## src/rtl/bestmove_tx_formatter.sv

```systemverilog
// Serialises one chosen move into the UCI line "bestmove <move>\n", one byte per valid/ready transfer.
// First byte appears the cycle after acceptance; a stalled byte is held stable, and one extra move can wait in a pending slot.
module bestmove_tx_formatter #(
  parameter bit EMIT_PREFIX = 1'b1,
  parameter bit CRLF        = 1'b0
) (
  input  logic       clk_in,
  input  logic       rst_in,
  input  logic [5:0] move_from_in,
  input  logic [5:0] move_to_in,
  input  logic [2:0] move_promo_in,
  input  logic       move_valid_in,
  output logic       ready_out,
  output logic [7:0] char_out,
  output logic       char_out_valid,
  input  logic       char_out_ready,
  output logic       busy_out,
  output logic       overflow_out
);

  typedef enum logic [3:0] {
    ST_IDLE,
    ST_PREFIX,
    ST_FROM_FILE,
    ST_FROM_RANK,
    ST_TO_FILE,
    ST_TO_RANK,
    ST_PROMO,
    ST_CR,
    ST_LF
  } state_t;

  localparam state_t FIRST_ST = EMIT_PREFIX ? ST_PREFIX : ST_FROM_FILE;
  localparam state_t END_ST   = CRLF ? ST_CR : ST_LF;

  state_t     state_q, state_d;
  logic [3:0] idx_q, idx_d;
  logic [5:0] act_from_q, act_from_d;
  logic [5:0] act_to_q, act_to_d;
  logic [2:0] act_promo_q, act_promo_d;
  logic       pend_vld_q, pend_vld_d;
  logic [5:0] pend_from_q, pend_from_d;
  logic [5:0] pend_to_q, pend_to_d;
  logic [2:0] pend_promo_q, pend_promo_d;
  logic       ovf_q, ovf_d;

  logic xfer;
  logic line_done;
  logic null_mv;
  logic has_promo;

  always_ff @(posedge clk_in or negedge rst_in) begin
    if (!rst_in) begin
      state_q      <= ST_IDLE;
      idx_q        <= 4'd0;
      act_from_q   <= 6'd0;
      act_to_q     <= 6'd0;
      act_promo_q  <= 3'd0;
      pend_vld_q   <= 1'b0;
      pend_from_q  <= 6'd0;
      pend_to_q    <= 6'd0;
      pend_promo_q <= 3'd0;
      ovf_q        <= 1'b0;
    end else begin
      state_q      <= state_d;
      idx_q        <= idx_d;
      act_from_q   <= act_from_d;
      act_to_q     <= act_to_d;
      act_promo_q  <= act_promo_d;
      pend_vld_q   <= pend_vld_d;
      pend_from_q  <= pend_from_d;
      pend_to_q    <= pend_to_d;
      pend_promo_q <= pend_promo_d;
      ovf_q        <= ovf_d;
    end
  end

  assign xfer      = (state_q != ST_IDLE) && char_out_ready;
  assign line_done = xfer && (state_q == ST_LF);
  // A null move prints "0000" and never carries a promotion letter.
  assign null_mv   = (act_from_q == act_to_q);
  assign has_promo = !null_mv && (act_promo_q != 3'd0) && (act_promo_q <= 3'd4);

  assign char_out_valid = (state_q != ST_IDLE);
  assign busy_out       = (state_q != ST_IDLE);
  assign ready_out      = !pend_vld_q;
  assign overflow_out   = ovf_q;

  always_comb begin
    char_out = 8'h00;
    case (state_q)
      ST_PREFIX: begin
        case (idx_q)
          4'd0:    char_out = 8'h62;
          4'd1:    char_out = 8'h65;
          4'd2:    char_out = 8'h73;
          4'd3:    char_out = 8'h74;
          4'd4:    char_out = 8'h6d;
          4'd5:    char_out = 8'h6f;
          4'd6:    char_out = 8'h76;
          4'd7:    char_out = 8'h65;
          default: char_out = 8'h20;
        endcase
      end
      ST_FROM_FILE: char_out = null_mv ? 8'h30 : 8'h61 + {5'd0, act_from_q[2:0]};
      ST_FROM_RANK: char_out = null_mv ? 8'h30 : 8'h31 + {5'd0, act_from_q[5:3]};
      ST_TO_FILE:   char_out = null_mv ? 8'h30 : 8'h61 + {5'd0, act_to_q[2:0]};
      ST_TO_RANK:   char_out = null_mv ? 8'h30 : 8'h31 + {5'd0, act_to_q[5:3]};
      ST_PROMO: begin
        case (act_promo_q)
          3'd1:    char_out = 8'h6e;
          3'd2:    char_out = 8'h62;
          3'd3:    char_out = 8'h72;
          3'd4:    char_out = 8'h71;
          default: char_out = 8'h00;
        endcase
      end
      ST_CR:   char_out = 8'h0d;
      ST_LF:   char_out = 8'h0a;
      default: char_out = 8'h00;
    endcase
  end

  always_comb begin
    state_d      = state_q;
    idx_d        = idx_q;
    act_from_d   = act_from_q;
    act_to_d     = act_to_q;
    act_promo_d  = act_promo_q;
    pend_vld_d   = pend_vld_q;
    pend_from_d  = pend_from_q;
    pend_to_d    = pend_to_q;
    pend_promo_d = pend_promo_q;
    ovf_d        = 1'b0;

    if (xfer) begin
      case (state_q)
        ST_PREFIX: begin
          if (idx_q == 4'd8) begin
            state_d = ST_FROM_FILE;
            idx_d   = 4'd0;
          end else begin
            idx_d = idx_q + 4'd1;
          end
        end
        ST_FROM_FILE: state_d = ST_FROM_RANK;
        ST_FROM_RANK: state_d = ST_TO_FILE;
        ST_TO_FILE:   state_d = ST_TO_RANK;
        ST_TO_RANK:   state_d = has_promo ? ST_PROMO : END_ST;
        ST_PROMO:     state_d = END_ST;
        ST_CR:        state_d = ST_LF;
        ST_LF: begin
          if (pend_vld_q) begin
            act_from_d  = pend_from_q;
            act_to_d    = pend_to_q;
            act_promo_d = pend_promo_q;
            pend_vld_d  = 1'b0;
            state_d     = FIRST_ST;
            idx_d       = 4'd0;
          end else begin
            state_d = ST_IDLE;
          end
        end
        default: state_d = ST_IDLE;
      endcase
    end

    // A strobe landing on the final LF transfer with nothing pending goes straight
    // to active, which is the same as entering pending and being promoted at once.
    if (move_valid_in) begin
      if (pend_vld_q) begin
        ovf_d = 1'b1;
      end else if ((state_q == ST_IDLE) || line_done) begin
        act_from_d  = move_from_in;
        act_to_d    = move_to_in;
        act_promo_d = move_promo_in;
        state_d     = FIRST_ST;
        idx_d       = 4'd0;
      end else begin
        pend_from_d  = move_from_in;
        pend_to_d    = move_to_in;
        pend_promo_d = move_promo_in;
        pend_vld_d   = 1'b1;
      end
    end
  end

endmodule
```

## config.mk

```make
export PLATFORM = sky130hd
export DESIGN_NAME = bestmove_tx_formatter
export DESIGN_NICKNAME = d
export VERILOG_FILES = /design/src/rtl/bestmove_tx_formatter.sv
export SDC_FILE = /design/constraint.sdc
export NUM_CORES = 1
export LEC_CHECK = 0
export BUFFER_PORTS_ARGS = -buffer_cell sky130_fd_sc_hd__buf_4
export CORE_MARGIN = 2
export CORE_UTILIZATION = 55
export CTS_CLUSTER_DIAMETER = 40
export DETAILED_ROUTE_END_ITERATION = 10
export HOLD_SLACK_MARGIN = 0.02
export PLACE_DENSITY = 0.8
export SYNTH_ARGS = -nofsm -noshare
export SYNTH_HDL_FRONTEND = slang
export SYNTH_SLANG_ARGS = --single-unit
```

## constraint.sdc

```tcl
create_clock -name clk_in -period 2.25 [get_ports clk_in]
set_input_delay 0.1125 -clock clk_in [delete_from_list [all_inputs] [get_ports clk_in]]
set_output_delay 0.1125 -clock clk_in [all_outputs]
set_load 0.03 [all_outputs]
```

==> impl_metrics.env <==
export IMPL_grt_first_pass_wirelength_um=9430
export IMPL_yosys_top_cells_area="dfrtp_1, mux2_2, a21oi_1, nand2_1, nor2_1"
export IMPL_cp_startpoint="state_q[0]$_DFF_PN0_"
export IMPL_rsz0062_at_grt="no"
export IMPL_clock_latency_ns=0.30
export IMPL_max_slew_margin_pct=47.9
export IMPL_grt_pass1_vias=2029
export IMPL_synth_edf_count=0
export IMPL_synthDistinctLibCells=54
export IMPL_timing_final_crit_share_pct=94.5
export IMPL_antennaDiodeCount=0
export IMPL_path_common_cell="buf_4"
export IMPL_route_vias_total=2120
export IMPL_dp_hpwl_um=4020
export IMPL_cts_buffers=5
export IMPL_viasPerCell=6.06
export IMPL_p_leak_nw=1.31
export IMPL_hold_class="input pin to flop"
export IMPL_htree_levels=2
export IMPL_totalWireLength_um=5450
export IMPL_worstMarginPinSlew_ns=0.781
export IMPL_synth_commonest_cells="dfrtp_1, nand2_1, nor2_1"
export IMPL_ir_drop_mv=0.698
export IMPL_status="finished, final reports clean"
export IMPL_postLayoutCellArea_um2=2930
export IMPL_critPathMaxFanout=16
export IMPL_fin_tns_setup_ns=0
export IMPL_clkSlewWorstSetupHoldPaths_ns=0.08
export IMPL_postLayoutCoreUtil_pct=66.8
export IMPL_placeableCoreArea_um2=4380
export IMPL_grt_util_all_layers_pct=23.3
export IMPL_period_needed_ns=2.13
export IMPL_wl_per_cell_um=15.6
export IMPL_drtIter0Drc=216
export IMPL_drv_cap=0
export IMPL_r2r_cells=5
export IMPL_setup_viol=0
export IMPL_ys_seq_area_share_pct=39.5
export IMPL_syn_inst=271
export IMPL_port_buffers=29
export IMPL_clockBufferDepth=2
export IMPL_cp_cell_sequence="buf_4, or4bb_1, nor3_1, a211oi_1, o31ai_1, buf_4"
export IMPL_syn_nets=297
export IMPL_io_pins=31
export IMPL_arrival_ns=2.01
export IMPL_r2r_slack_ns=0.26
export IMPL_die_h_um=71.9
export IMPL_cts_tree="done"
export IMPL_power_density_nw_per_um2=1610
export IMPL_grt_max_degree=41
export IMPL_clock_sinks=40
export IMPL_fmax_mhz=470
export IMPL_grt_overflow_total=0
export IMPL_num_rows=24
export IMPL_layout_nets=324
export IMPL_syn_area_per_cell_um2=9.35
export IMPL_ys_seq_elements=40
export IMPL_end_kind="primary output"
export IMPL_yosysTopAreaCell="dfrtp_1"
export IMPL_firstDrtPassIters=4
export IMPL_die_area_um2=5170
export IMPL_clock_skew_ns=0.00784
export IMPL_post_dp_cell_area_um2=2780
export IMPL_nFillCells=369
export IMPL_cp_endpoint="char_out[1]"
export IMPL_rr_endpoint="pend_from_q[1]$_DFFE_PN0P_"
export IMPL_max_stage_delay_ns=0.56
export IMPL_async_flop_share_pct=100
export IMPL_yosys_warnings=0
export IMPL_drive_gt1_share_pct=24.5
export IMPL_drc=0
export IMPL_ys_flop_type="dfrtp_1"
export IMPL_hold_violations=0
export IMPL_required_ns=2.14
export IMPL_place_congestion=0.869
export IMPL_area_growth_pct=15.6
export IMPL_die_x_um=71.9
export IMPL_netlist_area_um2=2530
export IMPL_crit_slowest_cell="or4bb_1"
export IMPL_initial_utilization_pct=57.8
export IMPL_antenna_found_initial=0
export IMPL_yosysMostFrequentCell="dfrtp_1"
export IMPL_cp_start_kind="flop"
export IMPL_yosysTopAreaCellShare_pct=39.5
export IMPL_slew_viol_final=0
export IMPL_r2r_start="state_q[3]$_DFF_PN0_"
export IMPL_ant_nets=0
export IMPL_root_buffer="clkbuf_8"
export IMPL_crit_type="flop to primary output"
flip-flops by register name, summed over array words and instances, names as in the netlist:
name	cells
overflow_out	1
pend_to_q	6
idx_q	4
pend_from_q	6
act_from_q	6
pend_promo_q	3
act_to_q	6
state_q	4
pend_vld_q	1
act_promo_q	3
cells in the final DEF (no fill, tap or decap), types with 3 or more instances in the layout:
cell	Yosys	final
mux2_2	15	15
clkbuf_8	0	5
ha_1	7	7
a32oi_1	3	3
dfrtp_1	40	40
buf_4	2	40
o21ai_0	11	11
mux2i_1	3	3
and3b_1	4	4
nand2_1	28	28
inv_1	5	5
o31ai_1	6	6
xor2_1	7	7
nor3b_1	4	4
a22oi_1	4	4
nand2b_1	3	3
a311oi_1	3	3
nor2b_1	4	4
xnor2_1	4	4
a31oi_1	7	7
nor2_1	28	27
nor3_1	5	5
a21oi_1	22	22
worst min path at each step:
stage	cells past startpoint	start	end	slack [ns]
3_3_place_gp	1	rst_in	idx_q[3]$_DFF_PN0_	0.12
5_1_grt	2	move_from_in[3]	pend_from_q[3]$_DFFE_PN0P_	0.04
2_1_floorplan	0	rst_in	act_from_q[0]$_DFF_PN0_	-0.18
6_report	2	move_from_in[3]	pend_from_q[3]$_DFFE_PN0P_	0.04
4_1_cts	2	move_from_in[3]	pend_from_q[3]$_DFFE_PN0P_	0.04
3_5_place_dp	1	rst_in	idx_q[3]$_DFF_PN0_	0.12
kinds of logic after synthesis:
kind of cell | Yosys count | share of synthesized area (%)
fa+ha+maj | 7 | 3.46
other cells | 1 | 0.148
simple gates | 94 | 20.3
xor+xnor | 11 | 3.80
mux | 20 | 8.74
flops | 40 | 39.5
compound gates | 72 | 18.6
buf+inv | 26 | 5.43
routing by layer:
layer | wire (um) | global-route usage (%) | vias up
met1 | 2380 | 31.7 | 1019
met5 | 0 | 0 | -
met3 | 358 | 5.77 | 7
met4 | 63 | 7.34 | 0
li1 | - | - | 1022
met2 | 2640 | 36.8 | 72
repair_timing:
item                                    in CTS  in global routing
hold endpoints to repair                    40                  0
setup buffers                                0                  0
endpoints found under the setup margin       3                  4
hold buffers                                 1                  0
gates resized for setup                      1                  2
layout make-up:
class	instances	area, um^2	area share, %
clock inverter	2	60.1	2.05
timing repair buffer	41	310	10.6
clock buffer	5	68.8	2.35
inverter	5	18.8	0.641
multi-input combinational	205	1410	48.0
sequential	40	1000	34.2
tap	52	65.1	2.22
worst max-delay path: cells and delay by family, from the launching register on:
family / cells / cell delay (ns)
compound gates: 2 / 0.17
buf+inv: 2 / 0.41
simple gates: 2 / 0.78
flops: 1 / 0.37
through the flow:
stage / hold slack [ns] / power (mW) / cells / setup WS (ns)
detailed placement: 0.121 / 4.01 / 342 / 0.231
global placement: 0.119 / 3.93 / 342 / 0.291
finish: 0.0358 / 4.72 / 350 / 0.123
floorplan: -0.183 / 3.29 / 271 / 0.00267
global route: 0.0354 / 5.09 / 350 / 0.0380
CTS: 0.0358 / 4.72 / 350 / 0.0622
power by group:
group / switching (mW) / internal (mW)
registers: 0.373 / 1.06
logic: 1.45 / 1.15
clock network: 0.245 / 0.437
Note: power is estimated with default switching activity, not from simulation.
